**config.mk**
```make
export PLATFORM = sky130hd
export DESIGN_NAME = symm_seq
export DESIGN_NICKNAME = d
export VERILOG_FILES = /design/src/rtl/symm_pkg.sv /design/src/rtl/symm_stage_timer.sv /design/src/rtl/symm_seq.sv
export SDC_FILE = /design/constraint.sdc
export NUM_CORES = 1
export LEC_CHECK = 0
export BUFFER_PORTS_ARGS = -buffer_cell sky130_fd_sc_hd__clkbuf_2
export CORE_MARGIN = 4
export CORE_UTILIZATION = 39
export CTS_CLUSTER_SIZE = 24
export DETAILED_ROUTE_END_ITERATION = 10
export MAX_ROUTING_LAYER = met4
export SLEW_MARGIN = 30
export SYNTH_ARGS = -nofsm -noshare
export SYNTH_HDL_FRONTEND = slang
export SYNTH_SLANG_ARGS = --single-unit
```
**constraint.sdc**
```tcl
create_clock -name clk_symm -period 5.11 [get_ports clk_symm]
set_clock_uncertainty 0.05 [all_clocks]
set_input_delay 0.7665 -clock clk_symm [delete_from_list [all_inputs] [get_ports clk_symm]]
set_output_delay 0.7665 -clock clk_symm [all_outputs]
set_load 0.1 [all_outputs]
```
**src/rtl/symm_pkg.sv**
```systemverilog
// Shared types and constants for the symmetric orthogonalization sequencer.
package symm_pkg;

  localparam int unsigned TIMEOUT_CYC_DEF = 255;
  localparam int unsigned ITER_W_DEF      = 4;

  // Stage indices into the per-stage enable/done vectors
  localparam int unsigned NUM_STG  = 6;
  localparam int unsigned STG_MUL1 = 0;
  localparam int unsigned STG_NORM = 1;
  localparam int unsigned STG_SQRT = 2;
  localparam int unsigned STG_MUL2 = 3;
  localparam int unsigned STG_MUL3 = 4;
  localparam int unsigned STG_SUB  = 5;

  typedef enum logic [2:0] {
    ST_IDLE,
    ST_MUL1,
    ST_NORM,
    ST_SQRT,
    ST_MUL23,
    ST_SUB,
    ST_DONE,
    ST_ERR
  } symm_state_e;

  // States in which a datapath stage is running
  function automatic logic is_busy(input symm_state_e s);
    return (s == ST_MUL1) || (s == ST_NORM) || (s == ST_SQRT) ||
           (s == ST_MUL23) || (s == ST_SUB);
  endfunction

endpackage

```
**src/rtl/symm_stage_timer.sv**
```systemverilog
// Per-state watchdog: counts cycles spent waiting for a stage done.
module symm_stage_timer
  import symm_pkg::*;
#(
  parameter int unsigned TIMEOUT_CYC = TIMEOUT_CYC_DEF
) (
  input  logic clk,
  input  logic rst_n,
  input  logic clr,
  input  logic inc,
  output logic expired_c
);

  localparam int unsigned CNT_W = $clog2(TIMEOUT_CYC + 1);
  localparam logic [CNT_W-1:0] LAST = CNT_W'(TIMEOUT_CYC - 1);

  logic [CNT_W-1:0] cnt_q;

  // Count is 0 in the first cycle of a state; expired in its TIMEOUT_CYC-th cycle
  assign expired_c = (cnt_q >= LAST);

  // Clear on state change, otherwise saturating increment while waiting
  always_ff @(posedge clk or negedge rst_n) begin
    if (!rst_n) begin
      cnt_q <= '0;
    end else if (clr) begin
      cnt_q <= '0;
    end else if (inc && !expired_c) begin
      cnt_q <= cnt_q + CNT_W'(1);
    end
  end

endmodule

```
**src/rtl/symm_seq.sv**
```systemverilog
// Sequencer for the iterative symmetric orthogonalization datapath:
// MUL1 -> NORM -> SQRT -> MUL2||MUL3 -> SUB, repeated iter_num times.
module symm_seq
  import symm_pkg::*;
#(
  parameter int unsigned TIMEOUT_CYC = TIMEOUT_CYC_DEF,
  parameter int unsigned ITER_W      = ITER_W_DEF
) (
  input  logic              clk_symm,
  input  logic              rst_n_symm,
  input  logic              go_symm,
  input  logic              abort_symm,
  input  logic [ITER_W-1:0] iter_num,
  input  logic              done_mul1,
  input  logic              done_norm,
  input  logic              done_sqrt,
  input  logic              done_mul2,
  input  logic              done_mul3,
  input  logic              done_sub,
  output logic              en_mul1,
  output logic              en_norm,
  output logic              en_sqrt,
  output logic              en_mul2,
  output logic              en_mul3,
  output logic              en_sub,
  output logic              sel_fb,
  output logic              symm_busy,
  output logic              symm_done,
  output logic              symm_err,
  output logic [ITER_W-1:0] iter_cnt
);

  symm_state_e        state_q, state_d;
  logic [ITER_W-1:0]  iter_q, iter_d;
  logic               sel_q, sel_d;
  logic               err_q, err_d;
  logic               busy_q, busy_d;
  logic               done_q, done_d;
  logic               f2_q, f2_d;
  logic               f3_q, f3_d;
  logic [NUM_STG-1:0] en_q, en_d;

  logic [NUM_STG-1:0] done_v_c;
  logic [NUM_STG-1:0] hit_c;
  logic               m2_c, m3_c;
  logic               expired_c;
  logic [ITER_W:0]    nxt_iter_c;
  logic [ITER_W:0]    n_eff_c;

  assign done_v_c = {done_sub, done_mul3, done_mul2, done_sqrt, done_norm, done_mul1};
  // A done only counts while its stage is enabled
  assign hit_c    = done_v_c & en_q;

  assign nxt_iter_c = {1'b0, iter_q} + (ITER_W + 1)'(1);
  assign n_eff_c    = (iter_num == '0) ? (ITER_W + 1)'(1) : {1'b0, iter_num};

  assign en_mul1   = en_q[STG_MUL1];
  assign en_norm   = en_q[STG_NORM];
  assign en_sqrt   = en_q[STG_SQRT];
  assign en_mul2   = en_q[STG_MUL2];
  assign en_mul3   = en_q[STG_MUL3];
  assign en_sub    = en_q[STG_SUB];
  assign sel_fb    = sel_q;
  assign symm_busy = busy_q;
  assign symm_done = done_q;
  assign symm_err  = err_q;
  assign iter_cnt  = iter_q;

  symm_stage_timer #(
    .TIMEOUT_CYC(TIMEOUT_CYC)
  ) u_timer (
    .clk      (clk_symm),
    .rst_n    (rst_n_symm),
    .clr      (state_d != state_q),
    .inc      (is_busy(state_q)),
    .expired_c(expired_c)
  );

  // State and registered outputs
  always_ff @(posedge clk_symm or negedge rst_n_symm) begin
    if (!rst_n_symm) begin
      state_q <= ST_IDLE;
      iter_q  <= '0;
      sel_q   <= 1'b0;
      err_q   <= 1'b0;
      busy_q  <= 1'b0;
      done_q  <= 1'b0;
      f2_q    <= 1'b0;
      f3_q    <= 1'b0;
      en_q    <= '0;
    end else begin
      state_q <= state_d;
      iter_q  <= iter_d;
      sel_q   <= sel_d;
      err_q   <= err_d;
      busy_q  <= busy_d;
      done_q  <= done_d;
      f2_q    <= f2_d;
      f3_q    <= f3_d;
      en_q    <= en_d;
    end
  end

  // Next state, then outputs decoded from the next state so they align with it
  always_comb begin
    state_d = state_q;
    iter_d  = iter_q;
    sel_d   = sel_q;
    err_d   = err_q;
    f2_d    = 1'b0;
    f3_d    = 1'b0;
    en_d    = '0;
    busy_d  = 1'b0;
    done_d  = 1'b0;
    m2_c    = f2_q | hit_c[STG_MUL2];
    m3_c    = f3_q | hit_c[STG_MUL3];

    case (state_q)
      ST_IDLE: begin
        if (go_symm) begin
          state_d = ST_MUL1;
          iter_d  = '0;
          sel_d   = 1'b0;
          err_d   = 1'b0;
        end
      end
      ST_MUL1: begin
        if (hit_c[STG_MUL1])  state_d = ST_NORM;
        else if (expired_c)   state_d = ST_ERR;
      end
      ST_NORM: begin
        if (hit_c[STG_NORM])  state_d = ST_SQRT;
        else if (expired_c)   state_d = ST_ERR;
      end
      ST_SQRT: begin
        if (hit_c[STG_SQRT])  state_d = ST_MUL23;
        else if (expired_c)   state_d = ST_ERR;
      end
      ST_MUL23: begin
        f2_d = m2_c;
        f3_d = m3_c;
        if (m2_c && m3_c)     state_d = ST_SUB;
        else if (expired_c)   state_d = ST_ERR;
      end
      ST_SUB: begin
        if (hit_c[STG_SUB]) begin
          if (nxt_iter_c < n_eff_c) begin
            iter_d  = nxt_iter_c[ITER_W-1:0];
            sel_d   = 1'b1;
            state_d = ST_MUL1;
          end else begin
            state_d = ST_DONE;
          end
        end else if (expired_c) begin
          state_d = ST_ERR;
        end
      end
      ST_DONE: begin
        state_d = ST_IDLE;
      end
      ST_ERR: begin
        if (abort_symm) begin
          state_d = ST_IDLE;
        end else if (go_symm) begin
          state_d = ST_MUL1;
          iter_d  = '0;
          sel_d   = 1'b0;
          err_d   = 1'b0;
        end
      end
      default: begin
        state_d = ST_IDLE;
      end
    endcase

    // Abort beats done and timeout in every active state
    if (abort_symm && (state_q != ST_IDLE)) begin
      state_d = ST_IDLE;
      iter_d  = iter_q;
    end

    if (state_d == ST_ERR) err_d = 1'b1;

    // MUL23 completion flags live only for one stay in MUL23
    if ((state_d != ST_MUL23) || (state_q != ST_MUL23)) begin
      f2_d = 1'b0;
      f3_d = 1'b0;
    end

    if (!is_busy(state_d)) sel_d = 1'b0;

    case (state_d)
      ST_MUL1:  en_d[STG_MUL1] = 1'b1;
      ST_NORM:  en_d[STG_NORM] = 1'b1;
      ST_SQRT:  en_d[STG_SQRT] = 1'b1;
      ST_MUL23: begin
        en_d[STG_MUL2] = !f2_d;
        en_d[STG_MUL3] = !f3_d;
      end
      ST_SUB:   en_d[STG_SUB]  = 1'b1;
      default:  en_d = '0;
    endcase

    busy_d = is_busy(state_d);
    done_d = (state_d == ST_DONE);
  end

endmodule

```
# After elaboration in Yosys (flattened, before gate mapping)
# Index checks and enable logic that the tools add are counted.
[totals] ff_bits=27 in_bits=14 output_inout_bits=14 word_cells=105
[op_classes] addsub=2 order_cmp=2 n_eq_ne=25 mux=38 bitwise=4 n_reduce_logical=24
[op_table] operator="2-to-1 mux 3 bit" count=10
[op_table] operator="equality test 3 bit (second input constant)" count=8
[op_table] operator="one-hot mux 3 bit (8 select lines)" count=1
[op_table] operator="2-to-1 mux 4 bit" count=5
[op_table] operator="2-to-1 mux 1 bit" count=16
[op_table] operator="2-to-1 mux 8 bit" count=2
[op_table] operator="!= test 3 bit (second input constant)" count=5
[op_table] operator="equality test 3 x 2 -> 1 bit (second input constant)" count=4
[op_table] operator="one-hot mux 4 bit (3 select lines)" count=1
[op_table] operator="logical OR 1 bit" count=9
[op_table] operator="nonzero test 3 bit" count=3
[op_table] operator="adder 8 x 1 -> 8 bit (second input constant)" count=1
[op_table] operator=">= comparator 8 bit (second input constant)" count=1
[op_table] operator="AND 6 bit" count=1
[op_table] operator="equality test 3 x 1 -> 1 bit (second input constant)" count=2
[op_table] operator="adder 4 x 1 -> 5 bit (second input constant)" count=1
[op_table] operator="< comparator 5 x 4 -> 1 bit" count=1
[op_table] operator="AND reduction 5 bit" count=1
[op_table] operator="logical NOT 4 bit" count=1
[op_table] operator="!= test 2 bit (second input constant)" count=2
[op_table] operator="!= test 4 x 1 -> 1 bit (second input constant)" count=1
[op_table] operator="AND reduction 4 bit" count=1
[op_table] operator="logical AND 1 bit" count=3
[op_table] operator="logical NOT 1 bit" count=3
[op_table] operator="11 further kinds" count=12

# Depth between registers and ports, before layout
# Gate-level depths: netlist (run 1).
[logic_depth] word_depth=14 mapped_depth=10 depth_no_buf=10

# Cells and area by module
# Synthesis (run 1) repeated with hierarchy kept, for this count alone.
[unflattened] cells_unflattened=176 hier_area_um2=1724.2
[modules_own_cells] mod="symm_seq" n_inst=1 cells_per_inst=133 area_each_um2=1265.0 seq_area_each_um2=475.5
[modules_own_cells] mod="symm_stage_timer" n_inst=1 cells_per_inst=43 area_each_um2=459.2 seq_area_each_um2=200.2

# Least setup slack after synthesis (run 1)
# Ideal clock, no wire load.
[synth_timing] path_type="reg2reg" startpoint="register iter_q[0] (netlist: iter_cnt[0])" endpoint="register iter_q[0] (netlist: iter_cnt[0])" setup_ns=0.126 arrival_ns=3.170 t_required_ns=4.934 slack_ns=1.764 stages_incl_launch_ff=11 path_buffers=1 synth_period_minus_slack_ns=3.346 cell_sequence="dfrtp_1 > ha_1 > xor2_1 > ha_1 > a21o_1 > a2111oi_4 > o21ai_2 > o21ai_0 > and2_1 > buf_2 > mux2_2"
[synth_between] elab_chain_len=4 word_cells_on_any_way=9 classes_between="add/sub: 1; order compare: 1; eq/ne: 1; mux: 5; reduce/logical: 1"
[synth_rtl] element="from (decl)" line="symm_seq.sv:34" text="logic [ITER_W-1:0] iter_q, iter_d;"
[synth_rtl] element="from (signal assigned)" line="symm_seq.sv:93" text="iter_q <= iter_d;"
[synth_rtl] element="adder 4 x 1 -> 5 bit" line="symm_seq.sv:54" text="assign nxt_iter_c = {1'b0, iter_q} + (ITER_W + 1)'(1);"
[synth_rtl] element="< comparator 5 x 4 -> 1 bit or 2-to-1 mux 4 bit (tied branches)" line="symm_seq.sv:147" text="if (nxt_iter_c < n_eff_c) begin"
[synth_rtl] element="!= test 2 x 1 -> 1 bit (no line) or 2-to-1 mux 4 bit (tied branches)"
[synth_rtl] element="AND reduction 5 bit (no line) or one-hot mux 4 bit (3 select lines) (tied branches)"
# Several ways; a longest one is shown, not always the timed one. The select of a mux whose other input is x is not followed.
# A chain may end at the register's enable or synchronous reset.

# Worst setup path after layout (run 1)
# Ends and elaborated chain as after synthesis.

==> results of run 1 <==
[final cells by class]
cell class | instances | area (sq um) | area share
well taps | 50 | 62.6 | 0.0331
multi-input cells | 136 | 927 | 0.490
repair buffers | 27 | 135 | 0.0714
inverters | 11 | 46.3 | 0.0245
flip-flops and latches | 27 | 676 | 0.357
clock buffers | 4 | 45.0 | 0.0238
[Yosys cell counts (3+ instances only)]
master | instances | share of area
sky130_fd_sc_hd__a21oi_1 | 5 | 0.015
sky130_fd_sc_hd__dfrtp_1 | 27 | 0.40
sky130_fd_sc_hd__ha_1 | 6 | 0.044
sky130_fd_sc_hd__inv_1 | 10 | 0.022
sky130_fd_sc_hd__nand2_1 | 15 | 0.033
sky130_fd_sc_hd__nand3_1 | 6 | 0.018
sky130_fd_sc_hd__nand4_1 | 3 | 0.011
sky130_fd_sc_hd__nor2_1 | 18 | 0.040
sky130_fd_sc_hd__nor3_1 | 16 | 0.047
sky130_fd_sc_hd__nor4b_1 | 3 | 0.016
sky130_fd_sc_hd__o21a_1 | 4 | 0.018
sky130_fd_sc_hd__o21ai_0 | 8 | 0.024
sky130_fd_sc_hd__xnor2_1 | 5 | 0.026
sky130_fd_sc_hd__xor2_1 | 3 | 0.016
[stage by stage]
step | hold slack [ps] | area [sq um] | utilization | power [mW]
2_1_floorplan | 421 | 1690 | - | 0.487
3_3_place_gp | 447 | 1850 | 0.452 | 0.532
3_5_place_dp | 436 | 1850 | 0.452 | 0.537
4_1_cts | 462 | 1890 | 0.463 | 0.662
5_1_grt | 524 | 1890 | 0.463 | 0.701
6_report | 458 | 1890 | 0.463 | 0.658
[sequential cells by signal, indices dropped and copies added, names as in the netlist, 3 cells and up]
signal and flops:
iter_cnt 4, state_q 3, en_q 6, u_timer.cnt_q 8
[cells by family after synthesis]
family / Yosys count / synth area share
adder cells (fa/ha/maj): 6 / 0.0444
flip-flops: 27 / 0.400
AO/OA/AOI/OAI: 44 / 0.216
buffers and inverters: 16 / 0.0511
XOR/XNOR: 8 / 0.0415
multiplexers: 3 / 0.0185
AND/OR/NAND/NOR: 75 / 0.228
[path summary, 6_finish.rpt]
kind	end	slack, ps	depth (start not counted)
max	iter_cnt[0]	2130	9
min	u_timer.cnt_q[5]	460	1
max reg2reg	iter_cnt[0]	2130	9
min reg2reg	symm_err	460	2
max in group asynchronous	f2_q	4080	1
min in group clk_symm	symm_err	460	2
[per-layer routing]
layer	vias to the layer above	wire length, um
met5	-	0
met4	0	38
met3	6	150
met2	34	1870
met1	696	1930
li1	707	-
[cell usage in the layout, fill, tap and decap left out, types with 3 or more instances in the layout]
master / synthesis / layout
sky130_fd_sc_hd__inv_1: 10 / 10
sky130_fd_sc_hd__ha_1: 6 / 6
sky130_fd_sc_hd__nor4b_1: 3 / 3
sky130_fd_sc_hd__nand3_1: 6 / 6
sky130_fd_sc_hd__dfrtp_1: 27 / 27
sky130_fd_sc_hd__nor2_1: 18 / 18
sky130_fd_sc_hd__nor3_1: 16 / 16
sky130_fd_sc_hd__nand4_1: 3 / 3
sky130_fd_sc_hd__a21oi_1: 5 / 5
sky130_fd_sc_hd__xor2_1: 3 / 3
sky130_fd_sc_hd__nand2_1: 15 / 15
sky130_fd_sc_hd__o21ai_0: 8 / 8
sky130_fd_sc_hd__clkbuf_8: 0 / 3
sky130_fd_sc_hd__clkbuf_2: 0 / 27
sky130_fd_sc_hd__xnor2_1: 5 / 5
sky130_fd_sc_hd__o21a_1: 4 / 4
[report_power, final]
part           switching [mW]  internal [mW]
clock                  0.0679         0.0559
sequential             0.0256          0.232
combinational           0.191         0.0860
==> flow_summary.toml, run 1 <==
[global_routing]
gr-total-overflow = 0
initial_antenna_violation_count = 0
gr-max-usage-layer = "met2"
first_global_vias = 1466
grt_util_met3 = 0.0274
wire_length_of_the_first_global_routing_pass_um = 6960
groute.usage.overall = 0.168
grt.met1_usage = 0.228
use_met2 = 0.266
grt_max_degree = 28

[drt]
antenna_left = 0
detailroute.via_count = 1443
drt_first_iter_violations = 49
avgRoutedWirePerCell_um = 15.6
first_pass_iters = 4
drc = 0
drt_wl_total_um = 3990
vias_per_cell = 5.66

[sta]
tightest_slew_ps = 699
final_max_slew_viol_count = 0
finalHoldViolCount = 0
timing.final.crit_period_ps = 2980
layout_setup_ws_ps = 2130
timing.slew.headroom = 0.534
fmaxAchievable_ghz = 0.335
grt_setup_unrepaired = "no"
post-route-period-util = 0.583
timing.final.setup_violations = 0
setup_tns_ps = 0

[power_and_ir_drop]
vdd_drop_max_v = 0.000238
leakagePower_nw = 0.875
cellPowerDensity_nw_per_um2 = 348

[critical_path]
worst_path_largest_cell_delay_ps = 470
timing.critical_path.buf_inv = 0
cp_cell_sequence = "ha_1 -> xor2_1 -> ha_1 -> a21o_1 -> a2111oi_4 -> o21ai_2 -> o21ai_0 -> and2_1 -> mux2_2"
worst_setup_path_start_kind = "flop"
critPathRequiredTime_ps = 5230
setup.worst_path.end_class = "flop"
worst_path_dominant_cell_family = "compound AO/OA/AOI/OAI gates"
crit_path_max_fanout = 7
critical_path_arrival_ps = 3100
top_cell_by_count_worst_path = "sky130_fd_sc_hd__ha_1"
crit_slowest_cell = "sky130_fd_sc_hd__dfrtp_1"
r2r-start = "iter_cnt[0]"
critical_path.startpoint = "iter_cnt[0]"
setup.worst_path.class = "flop to flop"

[logic_synthesis]
synth_flop_cell = "sky130_fd_sc_hd__dfrtp_1"
synth_seq_area_share = 0.400
synthesis.yosys.warnings = 0
netlist_instances = 179
syn_nets = 199
synth_async_sr_flop_share = 1.00
number_of_distinct_standard_cells_referenced_by_the_synthesized_netlist = 53
number_of_synthesized_flops_with_an_enable_pin = 0
avgSynthCellArea_sq_um = 9.44
synth.ff_latch_count = 27
synthesis.area_sq_um = 1690

[place]
detailedPlacementHpwl_um = 3060
cell_count_after_placement = 251
place.port_buffers = 27
globalplace.congestion = 0.856
dpl_worst_slack_ps = 2160

[clock_tree]
cts-resized-gates = 0
cts-htree-levels = 1
clk_root_buffer_cell = "sky130_fd_sc_hd__clkbuf_8"
clk_transition_reported_paths_ps = 100
clkLatencyLatePin_ps = 280
cts_tree = "yes"
tritoncts.num_buffers = 3
cts_buffer_depth = 2
cts_hold_fix_bufs = 0
tritoncts_num_sinks = 27
post_cts.repair.setup_buffers = 0

[floorplanning]
vertical_extent_of_the_die_um = 73.8
chip_width_um = 73.8
std_cell_rows = 23
core-area_sq_um = 4090
top_level_ports = 28
floorplan.initialDensity = 0.413
dieArea_sq_um = 5450

[run]
count_of_max_cap_constraint_violations = 0

[final_layout]
final_layout_size_suffix_gt1_frac = 0.215
layoutNonFillerInstCount = 255
antennaDiodeCount = 0
fill_cells = 402
finish.net_count = 226
area_growth_pct = 12.0

[status]
outcome = "finished clean"

[min_path]
hold_path_class = "primary input to asynchronous set/reset pin"
Note: power is estimated with default switching activity, not from simulation.
==> run 2: changes to the inputs <==
Settings changed: ABC_AREA from default to 1.
Clock period 5.11 ns to 2.6 ns, I/O delays scaled along.
==> run 2 against run 1 <==
Combinational power rose to 4.6 times the previous value; sequential share of layout area is 1.9 points lower; routed wire length decreased by 11%; count of clock-buffer cells in the layout is the same; register-to-register slack got worse by 1900 ps; final area increased by 6.5%; via count increased by 6.3%.
==> flow_summary.toml, run 2 <==
[status]
outcome = "finished clean"

[run]
count_of_max_cap_constraint_violations = 0

[sta]
finalHoldViolCount = 0
timing.final.setup_violations = 0
timing.slew.headroom = 0.558
final_max_slew_viol_count = 0
tightest_slew_ps = 663
layout_setup_ws_ps = 254
fmaxAchievable_ghz = 0.426
timing.final.crit_period_ps = 2350
setup_tns_ps = 0
post-route-period-util = 0.902
grt_setup_unrepaired = "no"

[final_layout]
antennaDiodeCount = 0
area_growth_pct = 15.2
finish.net_count = 284
layout.cell_area.non_filler_sq_um = 2010
largest_reg_flops = 8
mostFrequentLayoutCell = "sky130_fd_sc_hd__nand2_1"
final_layout_size_suffix_gt1_frac = 0.278
most-common-layout-cells = "sky130_fd_sc_hd__nand2_1, sky130_fd_sc_hd__inv_1, sky130_fd_sc_hd__clkbuf_2, sky130_fd_sc_hd__dfrtp_1, sky130_fd_sc_hd__nand3_1"
layoutNonFillerInstCount = 315
top_register = "u_timer.cnt_q"

[power_and_ir_drop]
finalPower_mw = 2.09
vdd_drop_max_v = 0.000537
leakagePower_nw = 1.09
cellPowerDensity_nw_per_um2 = 1040

[logic_synthesis]
syn_nets = 253
synth.ff_latch_count = 27
synth_top_area_frac = 0.387
synth.cells.most_frequent = "sky130_fd_sc_hd__nand2_1, sky130_fd_sc_hd__inv_1, sky130_fd_sc_hd__dfrtp_1, sky130_fd_sc_hd__nand3_1, sky130_fd_sc_hd__nor2_1"
synth_flop_cell = "sky130_fd_sc_hd__dfrtp_1"
synthesis.area_sq_um = 1750
avgSynthCellArea_sq_um = 7.50
netlist_instances = 233
ys_top_cells_by_area = "sky130_fd_sc_hd__dfrtp_1, sky130_fd_sc_hd__nand2_1, sky130_fd_sc_hd__inv_1"
synthMostInstantiatedCell = "sky130_fd_sc_hd__nand2_1"
post-synth-top-area-cell = "sky130_fd_sc_hd__dfrtp_1"
number_of_distinct_standard_cells_referenced_by_the_synthesized_netlist = 26
synth_async_sr_flop_share = 1.00
synth_seq_area_share = 0.387
number_of_synthesized_flops_with_an_enable_pin = 0
synthesis.yosys.warnings = 0

[critical_path]
top_cell_by_count_worst_path = "sky130_fd_sc_hd__nand2_1"
worst_setup_path_start_kind = "flop"
setup.worst_path.class = "flop to flop"
crit_slowest_cell = "sky130_fd_sc_hd__dfrtp_2"
worst_path_largest_cell_delay_ps = 450
setup.worst_path.end_class = "flop"
timing.critical_path.buf_inv = 2
critical_path_arrival_ps = 2490
worst_path_dominant_cell_family = "simple AND/OR/NAND/NOR gates"
critPathRequiredTime_ps = 2740
cp_cell_sequence = "ha_2 -> xor2_2 -> ha_1 -> nand2_1 -> nand2_1 -> nand3_1 -> nand2_1 -> inv_1 -> nand2_1 -> nand2_2 -> nand2_2 -> nand2_2 -> inv_2 -> nand4_1 -> a21oi_1"
crit_path_max_fanout = 6

[min_path]
hold_path_class = "primary input to asynchronous set/reset pin"

[global_routing]
grt_max_degree = 28
wire_length_of_the_first_global_routing_pass_um = 5960
groute.usage.overall = 0.140
first_global_vias = 1328
gr-total-overflow = 0
initial_antenna_violation_count = 0

[floorplanning]
std_cell_rows = 24
vertical_extent_of_the_die_um = 74.9
chip_width_um = 74.9
core-area_sq_um = 4350
floorplan.initialDensity = 0.401
dieArea_sq_um = 5620
top_level_ports = 28

[drt]
drt_first_iter_violations = 61
antenna_left = 0
first_pass_iters = 4
met2_wirelength_um = 1710
drt_wl_total_um = 3560
drc = 0
route.layer.met1.wl_um = 1690
detailroute.via_count = 1534
routed-wl-met3_um = 140
avgRoutedWirePerCell_um = 11.3
vias_per_cell = 4.87
maxUsedRoutingLayer = "met4"

[clock_tree]
tritoncts_num_sinks = 27
post_cts.repair.setup_buffers = 0
cts-htree-levels = 1
cts_buffer_depth = 2
clk_transition_reported_paths_ps = 90
tritoncts.num_buffers = 3
clk_root_buffer_cell = "sky130_fd_sc_hd__clkbuf_8"
cts_tree = "yes"
clkLatencyLatePin_ps = 270

[place]
dpl_worst_slack_ps = 200
postPlaceCellArea_sq_um = 1950
globalplace.congestion = 0.812
cell_count_after_placement = 311
place.port_buffers = 27
detailedPlacementHpwl_um = 2900
## run 2: worst paths after layout
kind / from / endpoint / slack [ps] / cells past startpoint
max in group asynchronous: rst_n_symm / iter_cnt[0] / 1950 / 1
worst min-delay path: rst_n_symm / u_timer.cnt_q[5] / 90 / 1
worst max-delay path: iter_cnt[0] / f2_q / 250 / 15
worst min register to register: f3_q / f3_q / 470 / 2
worst max register to register: iter_cnt[0] / f2_q / 250 / 15
min in group clk_symm: done_mul3 / f3_q / 320 / 3
## run 2: worst reg2reg max path: cells and delay by family (launching register included)
kind / cells / cell delay (ps)
DFF: 1 / 450
buffers and inverters: 2 / 140
xor gates and xnor gates: 1 / 150
and+or+nand+nor: 9 / 810
adders and majority gates: 2 / 510
AOI/OAI and AO/OA: 1 / 160
## run 2: layout make-up
cell class	instances	area [sq um]
repair buffers	27	135
well taps	52	65.1
multi-input cells	168	950
flip-flops and latches	27	681
clock buffers	4	45.0
inverters	37	139
fillers	429	2340
## run 2: per-stage QoR
stage | hold WS [ps] | utilization
final | 87.2 | 0.463
after global routing | 128 | 0.463
after CTS | 111 | 0.457
after detailed placement | 415 | 0.447
after global placement | 414 | 0.447
after floorplan | 44.4 | -
## run 2: logic make-up (layout without fill, tap and decap cells)
logic type,after synthesis,after routing,share of synthesized area
adders and majority gates,6,6,0.0429
buffers and inverters,38,68,0.0838
AOI/OAI and AO/OA,23,23,0.0795
and+or+nand+nor,135,135,0.387
DFF,27,27,0.387
xor gates and xnor gates,4,4,0.0200
## run 2: layer usage
layer,vias to the layer above,track usage
met1,700,0.196
met3,3,0.0214
met2,33,0.217
met5,-,-
li1,798,-
met4,0,0.0237
## run 2: power breakdown
group / internal [mW] / switching [mW]
Combinational: 0.316 / 0.958
Sequential: 0.495 / 0.0862
Clock: 0.110 / 0.127
Total: 0.921 / 1.17
## run 2: timing repair
action | CTS | global route
gates resized for setup | 0 | 6
hold buffers | 0 | 0
setup endpoints to repair | 0 | 8
==> run 3: changes to the inputs <==
==> constraint.sdc (replaced) <==
create_clock -name clk_symm -period 2.6 [get_ports clk_symm]
set_clock_uncertainty 0.05 [all_clocks]
set_input_delay 0.52 -clock clk_symm [delete_from_list [all_inputs] [get_ports clk_symm]]
set_output_delay 0.52 -clock clk_symm [all_outputs]
set_load 0.01 [all_outputs]
==> run 3 against run 2 <==
Sequential power is 0.7% lower; routed wire length is 2.7% higher; combinational power is 23% lower; first-iteration DRC count is 18% lower; register-to-register slack hardly changed; die area stayed put; final cell count is 0.32% higher; fmax is 0.63% lower; largest power group unchanged.
==> flow_summary.toml, run 3 (same netlist as run 2, synthesis figures left out) <==
[global_routing]
grt_max_degree = 28
gr-total-overflow = 0
initial_antenna_violation_count = 0
first_global_vias = 1427
groute.usage.overall = 0.145
wire_length_of_the_first_global_routing_pass_um = 6190

[sta]
finalHoldViolCount = 0
timing.final.crit_period_ps = 2360
setup_tns_ps = 0
fmaxAchievable_ghz = 0.424
post-route-period-util = 0.908
tightest_slew_ps = 669
grt_setup_unrepaired = "no"
final_max_slew_viol_count = 0
timing.slew.headroom = 0.554
timing.final.setup_violations = 0

[power_and_ir_drop]
vdd_drop_max_v = 0.000485
cellPowerDensity_nw_per_um2 = 891
leakagePower_nw = 1.10

[drt]
drc = 0
drt_wl_total_um = 3660
drt_first_iter_violations = 50
vias_per_cell = 4.78
first_pass_iters = 4
avgRoutedWirePerCell_um = 11.6
detailroute.via_count = 1511
antenna_left = 0

[place]
postPlaceCellArea_sq_um = 1940
globalplace.congestion = 0.825
detailedPlacementHpwl_um = 2950
place.port_buffers = 27

[critical_path]
timing.reg2reg.setup_slack_ps = 240
worst_path_largest_cell_delay_ps = 430
worstReg2RegEnd = "u_timer.cnt_q[6]"
crit_path_max_fanout = 8
cp_cell_sequence = "ha_2 -> xor2_2 -> ha_1 -> nand2_1 -> nand2_1 -> nand3_1 -> nand2_1 -> inv_1 -> nand2_1 -> nand3_1 -> nand2_2 -> nand2_2 -> nand2_1 -> nand3_4 -> nor3_1"
crit_slowest_cell = "sky130_fd_sc_hd__dfrtp_2"
r2r-start = "iter_cnt[0]"
setup.worst_path.end_class = "flop"
top_cell_by_count_worst_path = "sky130_fd_sc_hd__nand2_1"
worst-r2r-cell-count = 15
setup.worst_path.class = "flop to flop"
worst_setup_path_start_kind = "flop"
critical_path_arrival_ps = 2490
critPathRequiredTime_ps = 2730

[floorplanning]
floorplan.initialDensity = 0.401
std_cell_rows = 24
vertical_extent_of_the_die_um = 74.9
dieArea_sq_um = 5620
core-area_sq_um = 4350
chip_width_um = 74.9
top_level_ports = 28

[clock_tree]
cts_buffer_depth = 2
clk_root_buffer_cell = "sky130_fd_sc_hd__clkbuf_8"
clk_transition_reported_paths_ps = 100
tritoncts.num_buffers = 3
cts_hold_fix_bufs = 0
cts_tree = "yes"
clkLatencyLatePin_ps = 280
cts-htree-levels = 1
tritoncts_num_sinks = 27

[min_path]
hold_path_class = "primary input to asynchronous set/reset pin"

[final_layout]
final_layout_size_suffix_gt1_frac = 0.261
antennaDiodeCount = 0
layout.cell_area.non_filler_sq_um = 2010
finish.net_count = 285
most-common-layout-cells = "sky130_fd_sc_hd__nand2_1, sky130_fd_sc_hd__inv_1, sky130_fd_sc_hd__clkbuf_2, sky130_fd_sc_hd__dfrtp_1, sky130_fd_sc_hd__nand3_1"
area_growth_pct = 15.0
largest_reg_flops = 8
top_register = "u_timer.cnt_q"
mostFrequentLayoutCell = "sky130_fd_sc_hd__nand2_1"

[status]
outcome = "finished clean"

[run]
count_of_max_cap_constraint_violations = 0
## run 3: power breakdown
part	internal, mW	total (mW)	switching (mW)	leakage, nW
clock network	0.110	0.239	0.129	0.0228
registers	0.495	0.577	0.0823	0.367
logic	0.317	0.975	0.658	0.708
## run 3: metrics by stage
stage                     utilization  setup WS (ps)  power (mW)  hold slack [ps]  instances
after CTS                       0.456            156        1.79              243        315
after global placement          0.446            245        1.55              441        311
after floorplan                     -            371        1.33              174        233
after detailed placement        0.446            194        1.54              453        311
final                           0.461            239        1.79              217        316
after global routing            0.461           8.86        1.97              264        316
## run 3: how the worst max path moves through the flow
stage / slack, ps / to / from / depth (start not counted)
after global placement: 250 / symm_busy / iter_cnt[0] / 16
after global routing: 9 / u_timer.cnt_q[0] / iter_cnt[0] / 16
after detailed placement: 190 / u_timer.cnt_q[6] / iter_cnt[0] / 16
after CTS: 160 / u_timer.cnt_q[6] / iter_cnt[0] / 16
after floorplan: 370 / u_timer.cnt_q[4] / iter_cnt[0] / 16
final: 240 / u_timer.cnt_q[6] / iter_cnt[0] / 15
## run 3: layout make-up
| type | count | area (sq um) |
|---|---|---|
| tap | 52 | 65.1 |
| clock buffer | 4 | 45.0 |
| inverter | 37 | 139 |
| sequential | 27 | 677 |
| multi-input combinational | 168 | 941 |
| timing repair buffer | 28 | 143 |
| fill | 457 | 2340 |
## run 3: repair_timing
item                                    in CTS  in global routing
buffers inserted                             0                  1
endpoints found under the setup margin       0                 16
gates resized for setup                      0                  5
## run 3: metal layers
metal | part of all wire | vias up | track usage
li1 | - | 799 | -
met1 | 0.49 | 686 | 0.195
met2 | 0.47 | 22 | 0.231
met3 | 0.032 | 4 | 0.0160
met4 | 0.0093 | 0 | 0.0395
met5 | 0 | - | -
## run 3: worst max-delay path: cells and delay by family, from the launching register on
kind | cells | cell delay, ps
XOR/XNOR | 1 | 150
buffers and inverters | 1 | 30
flip-flops | 1 | 430
AND/OR/NAND/NOR | 11 | 1100
adder cells (fa/ha/maj) | 2 | 510
